===== src/rtl/alu_issue_ctrl.sv =====
// Issue controller for the combinational ALU: accepts one RV32 R-type op, decodes it to an
// ALU sel, holds the registered operands for a fixed settle budget, then returns the result.
module alu_issue_ctrl #(
    parameter int SIMPLE_CYCLES = 1,
    parameter int MULDIV_CYCLES = 4
) (
    input  logic        clk,
    input  logic        rst,
    input  logic        in_valid,
    output logic        in_ready,
    input  logic [31:0] instr,
    input  logic [31:0] rs1_val,
    input  logic [31:0] rs2_val,
    output logic [31:0] alu_a,
    output logic [31:0] alu_b,
    output logic [3:0]  alu_sel,
    input  logic [31:0] alu_out,
    output logic        res_valid,
    input  logic        res_ready,
    output logic [31:0] res_data,
    output logic        res_illegal
);
    localparam int MAXC = (MULDIV_CYCLES > SIMPLE_CYCLES) ? MULDIV_CYCLES : SIMPLE_CYCLES;
    localparam int CW   = (MAXC > 1) ? $clog2(MAXC) : 1;
    localparam logic [6:0] OP_R = 7'b0110011;

    typedef enum logic [1:0] {IDLE, EXEC, DONE} state_t;

    state_t        state;
    logic [CW-1:0] cnt;
    logic          divzero;

    logic       dec_legal;
    logic       dec_swap;
    logic       dec_muldiv;
    logic [3:0] dec_sel;
    logic       unused_fields;

    assign unused_fields = ^{instr[24:15], instr[11:7]};
    assign in_ready = (state == IDLE);

    // Key is {funct7, funct3}
    always_comb begin
        dec_legal  = 1'b1;
        dec_swap   = 1'b0;
        dec_muldiv = 1'b0;
        dec_sel    = 4'b0000;
        if (instr[6:0] != OP_R) begin
            dec_legal = 1'b0;
        end else begin
            case ({instr[31:25], instr[14:12]})
                10'b0000000_000: dec_sel = 4'b0000;
                10'b0100000_000: dec_sel = 4'b0001;
                10'b0000000_100: dec_sel = 4'b1010;
                10'b0000000_110: dec_sel = 4'b1001;
                10'b0000000_111: dec_sel = 4'b1000;
                10'b0000000_011: begin
                    // rs1 < rs2 computed as A > B with operands swapped
                    dec_sel  = 4'b1110;
                    dec_swap = 1'b1;
                end
                10'b0000001_000: begin
                    dec_sel    = 4'b0010;
                    dec_muldiv = 1'b1;
                end
                10'b0000001_101: begin
                    dec_sel    = 4'b0011;
                    dec_muldiv = 1'b1;
                end
                default: dec_legal = 1'b0;
            endcase
        end
    end

    always_ff @(posedge clk) begin
        if (rst) begin
            state       <= IDLE;
            cnt         <= '0;
            divzero     <= 1'b0;
            alu_a       <= '0;
            alu_b       <= '0;
            alu_sel     <= 4'b0000;
            res_data    <= '0;
            res_valid   <= 1'b0;
            res_illegal <= 1'b0;
        end else begin
            case (state)
                IDLE: begin
                    if (in_valid) begin
                        if (dec_legal) begin
                            alu_a   <= dec_swap ? rs2_val : rs1_val;
                            alu_b   <= dec_swap ? rs1_val : rs2_val;
                            alu_sel <= dec_sel;
                            divzero <= (dec_sel == 4'b0011) && (rs2_val == 32'd0);
                            cnt     <= dec_muldiv ? CW'(MULDIV_CYCLES - 1) : CW'(SIMPLE_CYCLES - 1);
                            state   <= EXEC;
                        end else begin
                            divzero     <= 1'b0;
                            res_data    <= '0;
                            res_illegal <= 1'b1;
                            res_valid   <= 1'b1;
                            state       <= DONE;
                        end
                    end
                end
                EXEC: begin
                    if (cnt == '0) begin
                        res_data    <= divzero ? 32'hFFFF_FFFF : alu_out;
                        res_illegal <= 1'b0;
                        res_valid   <= 1'b1;
                        state       <= DONE;
                    end else begin
                        cnt <= cnt - 1'b1;
                    end
                end
                DONE: begin
                    if (res_ready) begin
                        res_valid <= 1'b0;
                        state     <= IDLE;
                    end
                end
                default: state <= IDLE;
            endcase
        end
    end
endmodule

===== config.mk =====
export PLATFORM = sky130hd
export DESIGN_NAME = alu_issue_ctrl
export DESIGN_NICKNAME = d
export VERILOG_FILES = /design/src/rtl/alu_issue_ctrl.sv
export SDC_FILE = /design/constraint.sdc
export NUM_CORES = 1
export LEC_CHECK = 0
export BUFFER_PORTS_ARGS = -buffer_cell sky130_fd_sc_hd__clkbuf_2
export CAP_MARGIN = 20
export CORE_ASPECT_RATIO = 0.8
export CORE_UTILIZATION = 49
export DETAILED_ROUTE_END_ITERATION = 8
export GPL_TIMING_DRIVEN = 0
export PLACE_DENSITY = 0.84
export SLEW_MARGIN = 20
export SYNTH_ARGS = -nofsm -noshare
export SYNTH_HDL_FRONTEND = slang
export SYNTH_SLANG_ARGS = --single-unit

===== constraint.sdc =====
create_clock -name clk -period 3.1 [get_ports clk]
set_input_delay 0.31 -clock clk [delete_from_list [all_inputs] [get_ports clk]]
set_output_delay 0.31 -clock clk [all_outputs]
set_load 0.02 [all_outputs]

==> results of run 1 <==
cell usage after synthesis, types with 4 or more instances:
library cell	number	share of area
nor4_1	8	0.010
buf_4	11	0.017
a211oi_2	30	0.076
a21oi_1	8	0.0081
nand2b_1	5	0.0063
nor2_1	110	0.083
o2bb2ai_1	31	0.055
nor3_1	7	0.0070
nand3b_1	4	0.0060
a211oi_1	35	0.053
dfxtp_1	107	0.43
clkbuf_1	18	0.014
mux2i_1	67	0.13
nand2_1	7	0.0053
buf_6	6	0.014
buf_2	10	0.010
sequential cells by signal, summed over array words and instances (netlist names):
name / flops
alu_a: 32
alu_b: 32
res_data: 32
alu_sel: 4
cnt: 2
state: 2
divzero: 1
res_illegal: 1
res_valid: 1
placed cells by master (no fill, tap or decap), types with 3 or more instances in the layout:
cell	n
clkbuf_2	216
nor2_1	110
dfxtp_1	107
mux2i_1	67
a211oi_1	35
o2bb2ai_1	31
a211oi_2	30
clkbuf_1	18
buf_4	11
buf_2	10
clkbuf_16	9
a21oi_1	8
nor4_1	8
nand2_1	7
nor3_1	7
buf_6	6
nand2b_1	5
nand3b_1	4
nand4b_1	3
or3_1	3
o211ai_1	3
nand4_1	3
worst max-delay path: cells and delay by family:
kind | cells | cell delay (ns)
mux | 1 | 0.31
compound gates | 1 | 0.11
buf+inv | 3 | 0.58
simple gates | 3 | 1.01
kinds of logic (layout without fill, tap and decap cells):
logic type	Yosys count	in the layout	synth area share
DFF	107	107	0.4309
and+or+nand+nor	165	165	0.1596
xor gates and xnor gates	1	1	0.001762
buffers and inverters	48	280	0.05613
muxes	68	68	0.1372
adders and majority gates	1	1	0.002517
AOI/OAI and AO/OA	118	118	0.2119
routing by layer:
layer | vias up | part of all wire | GRT usage
li1 | 2315 | - | -
met4 | 0 | 0.036 | 0.1331
met1 | 2324 | 0.43 | 0.3431
met3 | 45 | 0.058 | 0.06477
met5 | - | 0 | 0
met2 | 185 | 0.47 | 0.4525
worst max path at each step:
stage / end / slack, ns
2_1_floorplan: alu_a[15] / 1.20
3_3_place_gp: res_data[7] / 0.72
3_5_place_dp: alu_b[29] / 0.67
4_1_cts: alu_b[20] / 1.0
5_1_grt: res_data[23] / 0.80
6_report: alu_b[20] / 0.99
where the power goes:
group	leakage, nW	internal (W)	switching (W)
Sequential	0.862	0.00138	0.00000200
Combinational	1.60	0.0000954	0.000128
Clock	0.147	0.000657	0.000536
Total	2.60	0.00213	0.000666
area by class of cell:
cell class                      instances  area, um^2
Inverter                                2       7.507
Timing Repair Buffer                  216        1081
Sequential cell                       107        2142
Clock inverter                          6       73.82
Clock buffer                           10       239.0
Fill cell                             783        3194
Tap cell                              136       170.2
Multi-Input combinational cell        353        2550
Buffer                                 46       271.5
stage by stage:
stage	utilization	area, um^2	hold WS, ns
global route	0.6717	6535	0.2073
finish	0.6717	6535	0.2108
detailed placement	0.6395	6222	0.4470
global placement	0.6395	6222	0.4452
CTS	0.6717	6535	0.1997
floorplan	-	4971	0.4572
==> results.md, run 1 <==
- Post-cts resize count: 0
- H-tree Lvls: 3
- Root buf cell: clkbuf_16
- Worst-path fanout max: 10
- DP HPWL: 11310 um
- Reg2reg setup slack: 1.14 ns
- CP startpoint: instr[26]
- Post-synth EDFFs: 0
- #FFs+latches synth: 107
- Nature of the critical path endpoint: flip-flop
- Worst hold path depth: 3
- Hold Buf Count CTS: 0
- Outcome: finished clean
- CTS tree: yes
- WHS Endpoint: res_data[29]
- I/O pin cnt: 235
- Fin nets: 868
- Number of CTS-inserted buffers: 9
- CP startpoint kind: primary input
- Reg2reg path depth: 8
- Worst-Margin Slew: 0.8118 ns
- Distinct cells, synth: 46
- Die Footprint: 10550 um^2
- Die width: 114.6 um
- Crit path arrival time: 2.31 ns
- Async SR Flop Fraction: 0
- Vias post-DR: 4869
- Leak: 2.604 nW
- Post-synthesis sequential area ratio: 0.4309
- Ant. Diodes: 0
- CP max-delay cell: nor4_1
- Layout cell share with drive strength beyond 1: 0.4014
- Grt total ovfl: 0
- Synth Instances: 508
- RD Place Congestion: 0.8753
- # clock sinks: 107
- Finished Layout Cells: 876
- Final Max Tran Viols: 0
- Worst vdd ir: 0.3230 mV
- Worst-Skew Late Latency: 0.35 ns
- Height of the die: 92.09 um
- Fmax: 473.0 MHz
- Pwr dens: 427.8 nW/um^2
- Setup bufs post-CTS: 0
- First DRT Iteration DRCs: 173
- Crit path cell chain: clkbuf_2, nor4_1, nand2_1, nor3_1, buf_4, buf_4, mux2i_1, a211oi_2
- Post-Syn Area: 4971 um^2
- Setup WS pre-CTS: 0.6689 ns
- GRT Overall Usage: 0.2770
- First-pass GRT wire length: 22900 um
- DRC viols: 0
- Slew margin rel.: 0.4588
- Largest net degree at the start of global routing: 19
- Yosys Warn Count: 0
- Syn_nets: 641
- Worst Hold Class: in2reg
- Layout area overhead: 31.46%
- Tcrit/Tclk final: 0.6820
- Crit-path max cell delay: 0.51 ns
- Max_cap viols: 0
- Reg-to-reg endpoint: alu_a[15]
- Routed WL: 14440 um
- Final Skew: 0.006488 ns
- Placed insts: 860
- Hold path startpoint: alu_out[29]
- Antenna-violating nets left: 0
- Initial Util: 0.5109
- Final Hold Vio Count: 0
- Setup violators final: 0
- Tmin final: 2.114 ns
- Post-synth top flop: dfxtp_1
- Vias per cell: 5.558
- WP data required: 3.30 ns
- Crit path kind: in2reg
- Launching point of the worst reg2reg path: state[0]
- Worst setup margin: 0.9858 ns
- RSZ-0062 raised after global routing: false
- Total power draw: 0.002795 W
- Core Area: 9729 um^2
- CTS Buffer Depth: 2
- Vias in the first global route: 4732
- TNS Setup: 0 ns
- Antenna violations before repair: 0
- Placement Rows: 32
- Syn avg cell area: 9.785 um^2
- Port Buffer Count: 216
- Most frequent cell on the critical path: buf_4
- DR pass1 iterations: 4
- Routed len/inst: 16.48 um
- Clock-pin slew on the worst setup and hold paths: 0.07 ns
Power figures use the tool's default switching activity.
==> run 2: changes to the inputs <==
--- a/config.mk
+++ b/config.mk
@@ -8,10 +8,10 @@
 export BUFFER_PORTS_ARGS = -buffer_cell sky130_fd_sc_hd__clkbuf_2
 export CAP_MARGIN = 20
 export CORE_ASPECT_RATIO = 0.8
-export CORE_UTILIZATION = 49
+export CORE_UTILIZATION = 47
 export DETAILED_ROUTE_END_ITERATION = 8
 export GPL_TIMING_DRIVEN = 0
-export PLACE_DENSITY = 0.84
+export PLACE_DENSITY = 0.81
 export SLEW_MARGIN = 20
 export SYNTH_ARGS = -nofsm -noshare
 export SYNTH_HDL_FRONTEND = slang
==> constraint.sdc (replaced) <==
create_clock -name clk -period 2.15 [get_ports clk]
set_input_delay 0.215 -clock clk [delete_from_list [all_inputs] [get_ports clk]]
set_output_delay 0.215 -clock clk [all_outputs]
set_load 0.02 [all_outputs]
==> run 2 against run 1 <==
Compared with the run above: core utilization shrank 3.7 points; power grew 42%; register-to-register slack lost 0.92 ns; combinational power grew 44%; non-clock buffer count is the same; worst setup slack lost 0.76 ns; final cell count grew 0.46%; critical endpoint is now alu_b[18]; clock skew shrank 0.0011 ns; flip-flop and latch count is the same; routed wire length shrank 0.40%; critical path depth is the same; cell area is essentially flat.
==> results.md, run 2 (synthesized netlist as in run 1, its figures left out) <==
- Outcome: finished clean
- Height of the die: 93.99 um (+2.1%)
- Root buf cell: clkbuf_16
- Placed insts: 864 (+0.47%)
- Initial Util: 0.4835 (-0.02742)
- Worst-Margin Slew: 0.8471 ns (+0.03536 ns)
- Tcrit/Tclk final: 0.8961
- Worst Hold Class: in2reg
- Worst-Skew Late Latency: 0.34 ns (about the same)
- DRC viols: 0 (unchanged)
- Finished Layout Cells: 880 (+0.46%)
- Final Hold Vio Count: 0 (unchanged)
- Routed WL: 14380 um (-0.40%)
- Layout cell share with drive strength beyond 1: 0.4000 (-0.001351)
- Crit path arrival time: 2.11 ns (-0.20 ns)
- Routed len/inst: 16.34 um (-0.85%)
- H-tree Lvls: 3 (unchanged)
- Worst vdd ir: 0.3476 mV (+7.6%)
- First-pass GRT wire length: 22000 um (-3.9%)
- Reg2reg path depth: 8 (unchanged)
- First DRT Iteration DRCs: 324 (+87%)
- Nature of the critical path endpoint: flip-flop
- Sequential cell area: 2142 um^2 (unchanged)
- Grt total ovfl: 0 (unchanged)
- Placement Rows: 33 (+3.1%)
- Antenna-violating nets left: 0 (unchanged)
- Top Registers: alu_a x32, alu_b x32, res_data x32
- CTS tree: yes
- Setup violators final: 0 (unchanged)
- Final Max Tran Viols: 0 (unchanged)
- CTS Buffer Depth: 2 (unchanged)
- Commonest non-fill, non-tap cell in the layout: clkbuf_2
- Slew margin rel.: 0.4352 (-0.02357)
- Hold path startpoint: alu_out[9]
- DP HPWL: 11260 um (-0.40%)
- Final Util: 0.6351 (-0.03653)
- DR pass1 iterations: 4 (unchanged)
- Fmax: 519.1 MHz
- Placed instance area: 6227 um^2 (about the same)
- RD Place Congestion: 0.8462 (-3.3%)
- Worst-path fanout max: 10 (unchanged)
- Clock-pin slew on the worst setup and hold paths: 0.07 ns (about the same)
- Area occupied by multi-input gates: 2556 um^2 (+0.25%)
- Tmin final: 1.927 ns
- Launching point of the worst reg2reg path: state[0]
- Most frequent cells in the layout: clkbuf_2, nor2_1, dfxtp_1
- TNS Setup: 0 ns (unchanged)
- WP data required: 2.34 ns (-0.96 ns)
- Hold Buf Count CTS: 0 (unchanged)
- Leak: 2.597 nW (-0.29%)
- Die Footprint: 10990 um^2 (+4.2%)
- Layout area overhead: 31.36% (about the same)
- RSZ-0062 raised after global routing: false
- Number of CTS-inserted buffers: 9 (unchanged)
- Port Buffer Count: 216 (unchanged)
- I/O pin cnt: 235 (unchanged)
- Vias post-DR: 4845 (-0.49%)
- Number of fill cells: 868 (+11%)
- Crit path kind: reg2reg
- Antenna violations before repair: 0 (unchanged)
- Core Area: 10280 um^2 (+5.7%)
- Max_cap viols: 0 (unchanged)
- Pwr dens: 606.2 nW/um^2 (+42%)
- Ant. Diodes: 0 (unchanged)
- Final Skew: 0.005428 ns (-0.001060 ns)
- Vias in the first global route: 4491 (-5.1%)
- GRT Overall Usage: 0.2610 (-0.01603)
- # clock sinks: 107 (unchanged)
- Die width: 117.0 um (+2.1%)
- Vias per cell: 5.506 (-0.95%)
- Post-route cell area: 6530 um^2 (about the same)
- CP startpoint kind: flip-flop
- CP startpoint: state[0]
- Worst hold path depth: 3 (unchanged)
- Largest net degree at the start of global routing: 17 (-2)
- Fin nets: 868 (unchanged)
-- run 2: metal layers --
layer / global-route usage / vias up / share of wire
li1: - / 2316 / -
met2: 0.4300 / 192 / 0.47
met4: 0.08228 / 0 / 0.020
met5: 0 / - / 0
met3: 0.05419 / 28 / 0.057
met1: 0.3403 / 2309 / 0.45
-- run 2: final cells by class --
| cell class | count | share of cell area |
|---|---|---|
| Sequential cell | 107 | 0.3280 |
| Timing Repair Buffer | 216 | 0.1655 |
| Clock inverter | 4 | 0.007664 |
| Multi-Input combinational cell | 353 | 0.3915 |
| Clock buffer | 12 | 0.03775 |
| Buffer | 46 | 0.04158 |
| Tap cell | 140 | 0.02683 |
| Inverter | 2 | 0.001150 |
-- run 2: final timing paths --
| kind | slack [ns] | to |
|---|---|---|
| max | 0.22 | alu_b[18] |
| max reg2reg | 0.22 | alu_b[18] |
| min | 0.13 | res_data[9] |
| min reg2reg | 0.46 | res_data[9] |
-- run 2: repair_timing --
action / CTS / global route
buffers inserted: 0 / 0
gates resized for setup: 0 / 1
endpoints found under the setup margin: 0 / 32
-- run 2: power breakdown --
group	switching [W]	internal, W
combinational	0.000185	0.000138
clock	0.000714	0.000934
sequential	0.00000265	0.00199
total	0.000901	0.00306
-- run 2: critical path, stage by stage, from the launching register on --
cell      delay [ns]
dfxtp_1         0.30
clkbuf_1        0.17
nor2_1          0.25
and4b_1         0.23
o211a_1         0.16
buf_4           0.14
buf_6           0.15
buf_2           0.27
a211oi_2        0.11
-- run 2: metrics by stage --
stage / hold WS, ns / total power [W] / setup WS [ns]
after floorplan: 0.3622 / 0.002175 / 0.2942
after global placement: 0.4456 / 0.002339 / -0.1314
after detailed placement: 0.4454 / 0.002351 / -0.1966
after CTS: 0.1151 / 0.003981 / 0.1634
after global routing: 0.1249 / 0.004106 / 0.06451
final: 0.1271 / 0.003959 / 0.2234
==> run 3: changes to the inputs <==
--- a/config.mk
+++ b/config.mk
@@ -5,10 +5,11 @@
 export SDC_FILE = /design/constraint.sdc
 export NUM_CORES = 1
 export LEC_CHECK = 0
+export ABC_AREA = 1
 export BUFFER_PORTS_ARGS = -buffer_cell sky130_fd_sc_hd__clkbuf_2
 export CAP_MARGIN = 20
 export CORE_ASPECT_RATIO = 0.8
-export CORE_UTILIZATION = 47
+export CORE_UTILIZATION = 49
 export DETAILED_ROUTE_END_ITERATION = 8
 export GPL_TIMING_DRIVEN = 0
 export PLACE_DENSITY = 0.81
==> run 3 against run 2 <==
Compared with the run above: sequential share of layout area decreased by 3.4 points; die area increased by 10%; area after synthesis increased by 15%.
==> results.md, run 3 <==
- Post-synth top flop: dfxtp_1
- Tcrit/Tclk final: 0.8306 (-0.06548)
- Reg2reg path depth: 7 (-1)
- Nature of the critical path endpoint: flip-flop
- Top Registers: alu_a x32, alu_b x32, res_data x32
- Top-count cell post-synth: nand2_1
- Synth Instances: 850 (+67%)
- Largest net degree at the start of global routing: 18 (+1)
- Final Max Tran Viols: 0 (unchanged)
- Ant. Diodes: 0 (unchanged)
- Max_cap viols: 0 (unchanged)
- Final Skew: 0.007082 ns (+0.001654 ns)
- Number of CTS-inserted buffers: 9 (unchanged)
- H-tree Lvls: 3 (unchanged)
- Distinct cells, synth: 30 (-35%)
- Worst Hold Class: in2reg
- Slew margin rel.: 0.5002 (+0.06497)
- DRC viols: 0 (unchanged)
- Tmin final: 1.786 ns (-0.1408 ns)
- # clock sinks: 107 (unchanged)
- Layout area overhead: 27.32%
- DR pass1 iterations: 5 (+1)
- DP HPWL: 13080 um (+16%)
- Worst hold path depth: 5 (+2)
- Initial Util: 0.5152 (+0.03170)
- Root buf cell: clkbuf_16
- CP startpoint kind: flip-flop
- Outcome: finished clean
- Post-synth EDFFs: 0 (unchanged)
- Height of the die: 98.64 um (+5.0%)
- Crit path kind: reg2reg
- Routed len/inst: 13.92 um (-15%)
- Clock-pin slew on the worst setup and hold paths: 0.07 ns (about the same)
- Placed insts: 1213 (+40%)
- CTS Buffer Depth: 2 (unchanged)
- Layout cell share with drive strength beyond 1: 0.3376 (-0.06236)
- Post-synthesis mux area share: 0.001750 (-0.1354)
- Setup bufs post-CTS: 0 (unchanged)
- RD Place Congestion: 0.8601 (+1.6%)
- CTS tree: yes
- Vias post-DR: 6240 (+29%)
- I/O pin cnt: 235 (unchanged)
- Worst vdd ir: 0.4185 mV (+20%)
- Simple-Gate Fraction of Synth Area: 0.3764 (+0.2168)
- WP data required: 2.42 ns (+0.08 ns)
- Die width: 122.8 um (+5.0%)
- Routed WL: 17090 um (+19%)
- Finished Layout Cells: 1228 (+40%)
- Worst-Margin Slew: 0.7497 ns (-0.09745 ns)
- TNS Setup: 0 ns (unchanged)
- Synth Area in Adders: 0.002187 (-0.0003298)
- Worst-path fanout max: 10 (unchanged)
- Fin nets: 1213 (+40%)
- Core Area: 11100 um^2 (+8.0%)
- Largest family of logic cells by synthesized area: simple AND/OR/NAND/NOR gates
- Synth Area in Compound Gates: 0.1566 (-0.05533)
- Port Buffer Count: 219 (+1.4%)
- Post-synth top area share: 0.3745 (-0.05646)
- Post-Synth XOR/XNOR Area: 0 (-0.001762)
- GRT Overall Usage: 0.2843 (+0.02329)
- Fmax: 560.0 MHz (+7.9%)
- Reg-to-reg endpoint: res_data[22]
- Yosys top cell by area: dfxtp_1
- Vias per cell: 5.081 (-7.7%)
- Die Footprint: 12110 um^2 (+10%)
- #FFs+latches synth: 107 (unchanged)
- Hold Buf Count CTS: 0 (unchanged)
- Antenna-violating nets left: 0 (unchanged)
- Reg2reg setup slack: 0.36 ns (+0.14 ns)
- Post-cts resize count: 0 (unchanged)
- Syn avg cell area: 6.730 um^2 (-31%)
- Worst-Skew Late Latency: 0.35 ns (about the same)
- Final Hold Vio Count: 0 (unchanged)
- Post-Syn Area: 5720 um^2 (+15%)
- Post-synthesis sequential area ratio: 0.3745 (-0.05646)
- First DRT Iteration DRCs: 311 (-4.0%)
- Setup violators final: 0 (unchanged)
- Launching point of the worst reg2reg path: state[0]
- Top post-synthesis cells by count: nand2_1, dfxtp_1, nor2_1
- Leak: 3.374 nW (+30%)
- Grt total ovfl: 0 (unchanged)
- Commonest non-fill, non-tap cell in the layout: nand2_1
- Placement Rows: 34 (+3.0%)
- WHS Endpoint: alu_b[29]
- Synth area leaders: dfxtp_1, nand2_1, a21oi_2
- Antenna violations before repair: 0 (unchanged)
- RSZ-0062 raised after global routing: false
- Vias in the first global route: 5497 (+22%)
- First-pass GRT wire length: 27120 um (+23%)
- Hold path startpoint: rs1_val[29]
- Most frequent cells in the layout: nand2_1, clkbuf_2, dfxtp_1
- Async SR Flop Fraction: 0 (unchanged)
- Crit path arrival time: 2.06 ns (-0.05 ns)
- Yosys Warn Count: 0 (unchanged)
- Pwr dens: 585.5 nW/um^2 (-3.4%)
- Syn_nets: 983 (+53%)
[run 3: cell count changes after synthesis, sizes merged, moves of 5 or more]
cell | before | now
nand2 | 7 | 363
a21oi | 8 | 104
mux2i | 67 | 1
a211oi | 65 | 0
nand3 | 2 | 47
o21ai | 2 | 39
inv | 2 | 34
o2bb2ai | 31 | 0
nor2 | 110 | 88
clkbuf | 18 | 30
nor4 | 8 | 0
nor3 | 7 | 1
nand2b | 5 | 0
[run 3: how the worst max path moves through the flow]
stage | cells past startpoint | from | to
4_1_cts | 7 | state[0] | res_data[22]
5_1_grt | 8 | state[0] | res_data[23]
2_1_floorplan | 10 | instr[29] | alu_a[2]
3_5_place_dp | 12 | instr[13] | alu_b[23]
6_report | 7 | state[0] | res_data[22]
3_3_place_gp | 12 | instr[13] | alu_b[22]
[run 3: worst max-delay path, cell delays in order (launching register included)]
cell and delay, ns:
dfxtp_1 0.35, inv_1 0.06, nor2_1 0.20, nand2_1 0.13, nand2_1 0.27, clkbuf_1 0.37, nand3_1 0.15, a21oi_1 0.17
[run 3: routing by layer]
layer	GRT usage	routed length [um]
met1	0.4050	8265
met3	0.04688	1140
met2	0.4399	7392
met4	0.08068	294
met5	0	0
[run 3: cells by family (layout without fill, tap and decap cells)]
logic type                 after synthesis  after routing
AOI/OAI and AO/OA                      144            144
buffers and inverters                   90            324
DFF                                    107            107
adders and majority gates                1              1
and+or+nand+nor                        507            507
muxes                                    1              1
[run 3: stage by stage]
step	total power [W]	hold WS [ns]	util	area [um^2]	setup slack (ns)
after floorplan	0.002429	0.4041	-	5720	0.6643
after global placement	0.002668	0.4342	0.6302	6997	0.2801
after detailed placement	0.002678	0.4377	0.6302	6997	0.2629
after CTS	0.004276	0.2013	0.6560	7283	0.3830
after global routing	0.004441	0.2232	0.6560	7283	0.1920
final	0.004264	0.2076	0.6560	7283	0.3642
[run 3: report_power, final]
part / switching (W) / leakage, nW / internal (W)
Combinational: 0.000369 / 2.37 / 0.000218
Sequential: 0.0000257 / 0.866 / 0.00203
Clock: 0.000770 / 0.139 / 0.000855
Total: 0.00116 / 3.37 / 0.00310
[run 3: cell type report]
type,instances,area (um^2)
Multi-Input combinational cell,653,3072
Buffer,56,374.1
Timing Repair Buffer,219,1096
Clock inverter,4,33.78
Clock buffer,11,252.7
Tap cell,144,180.2
Inverter,34,132.6
Sequential cell,107,2142
Fill cell,1048,3820
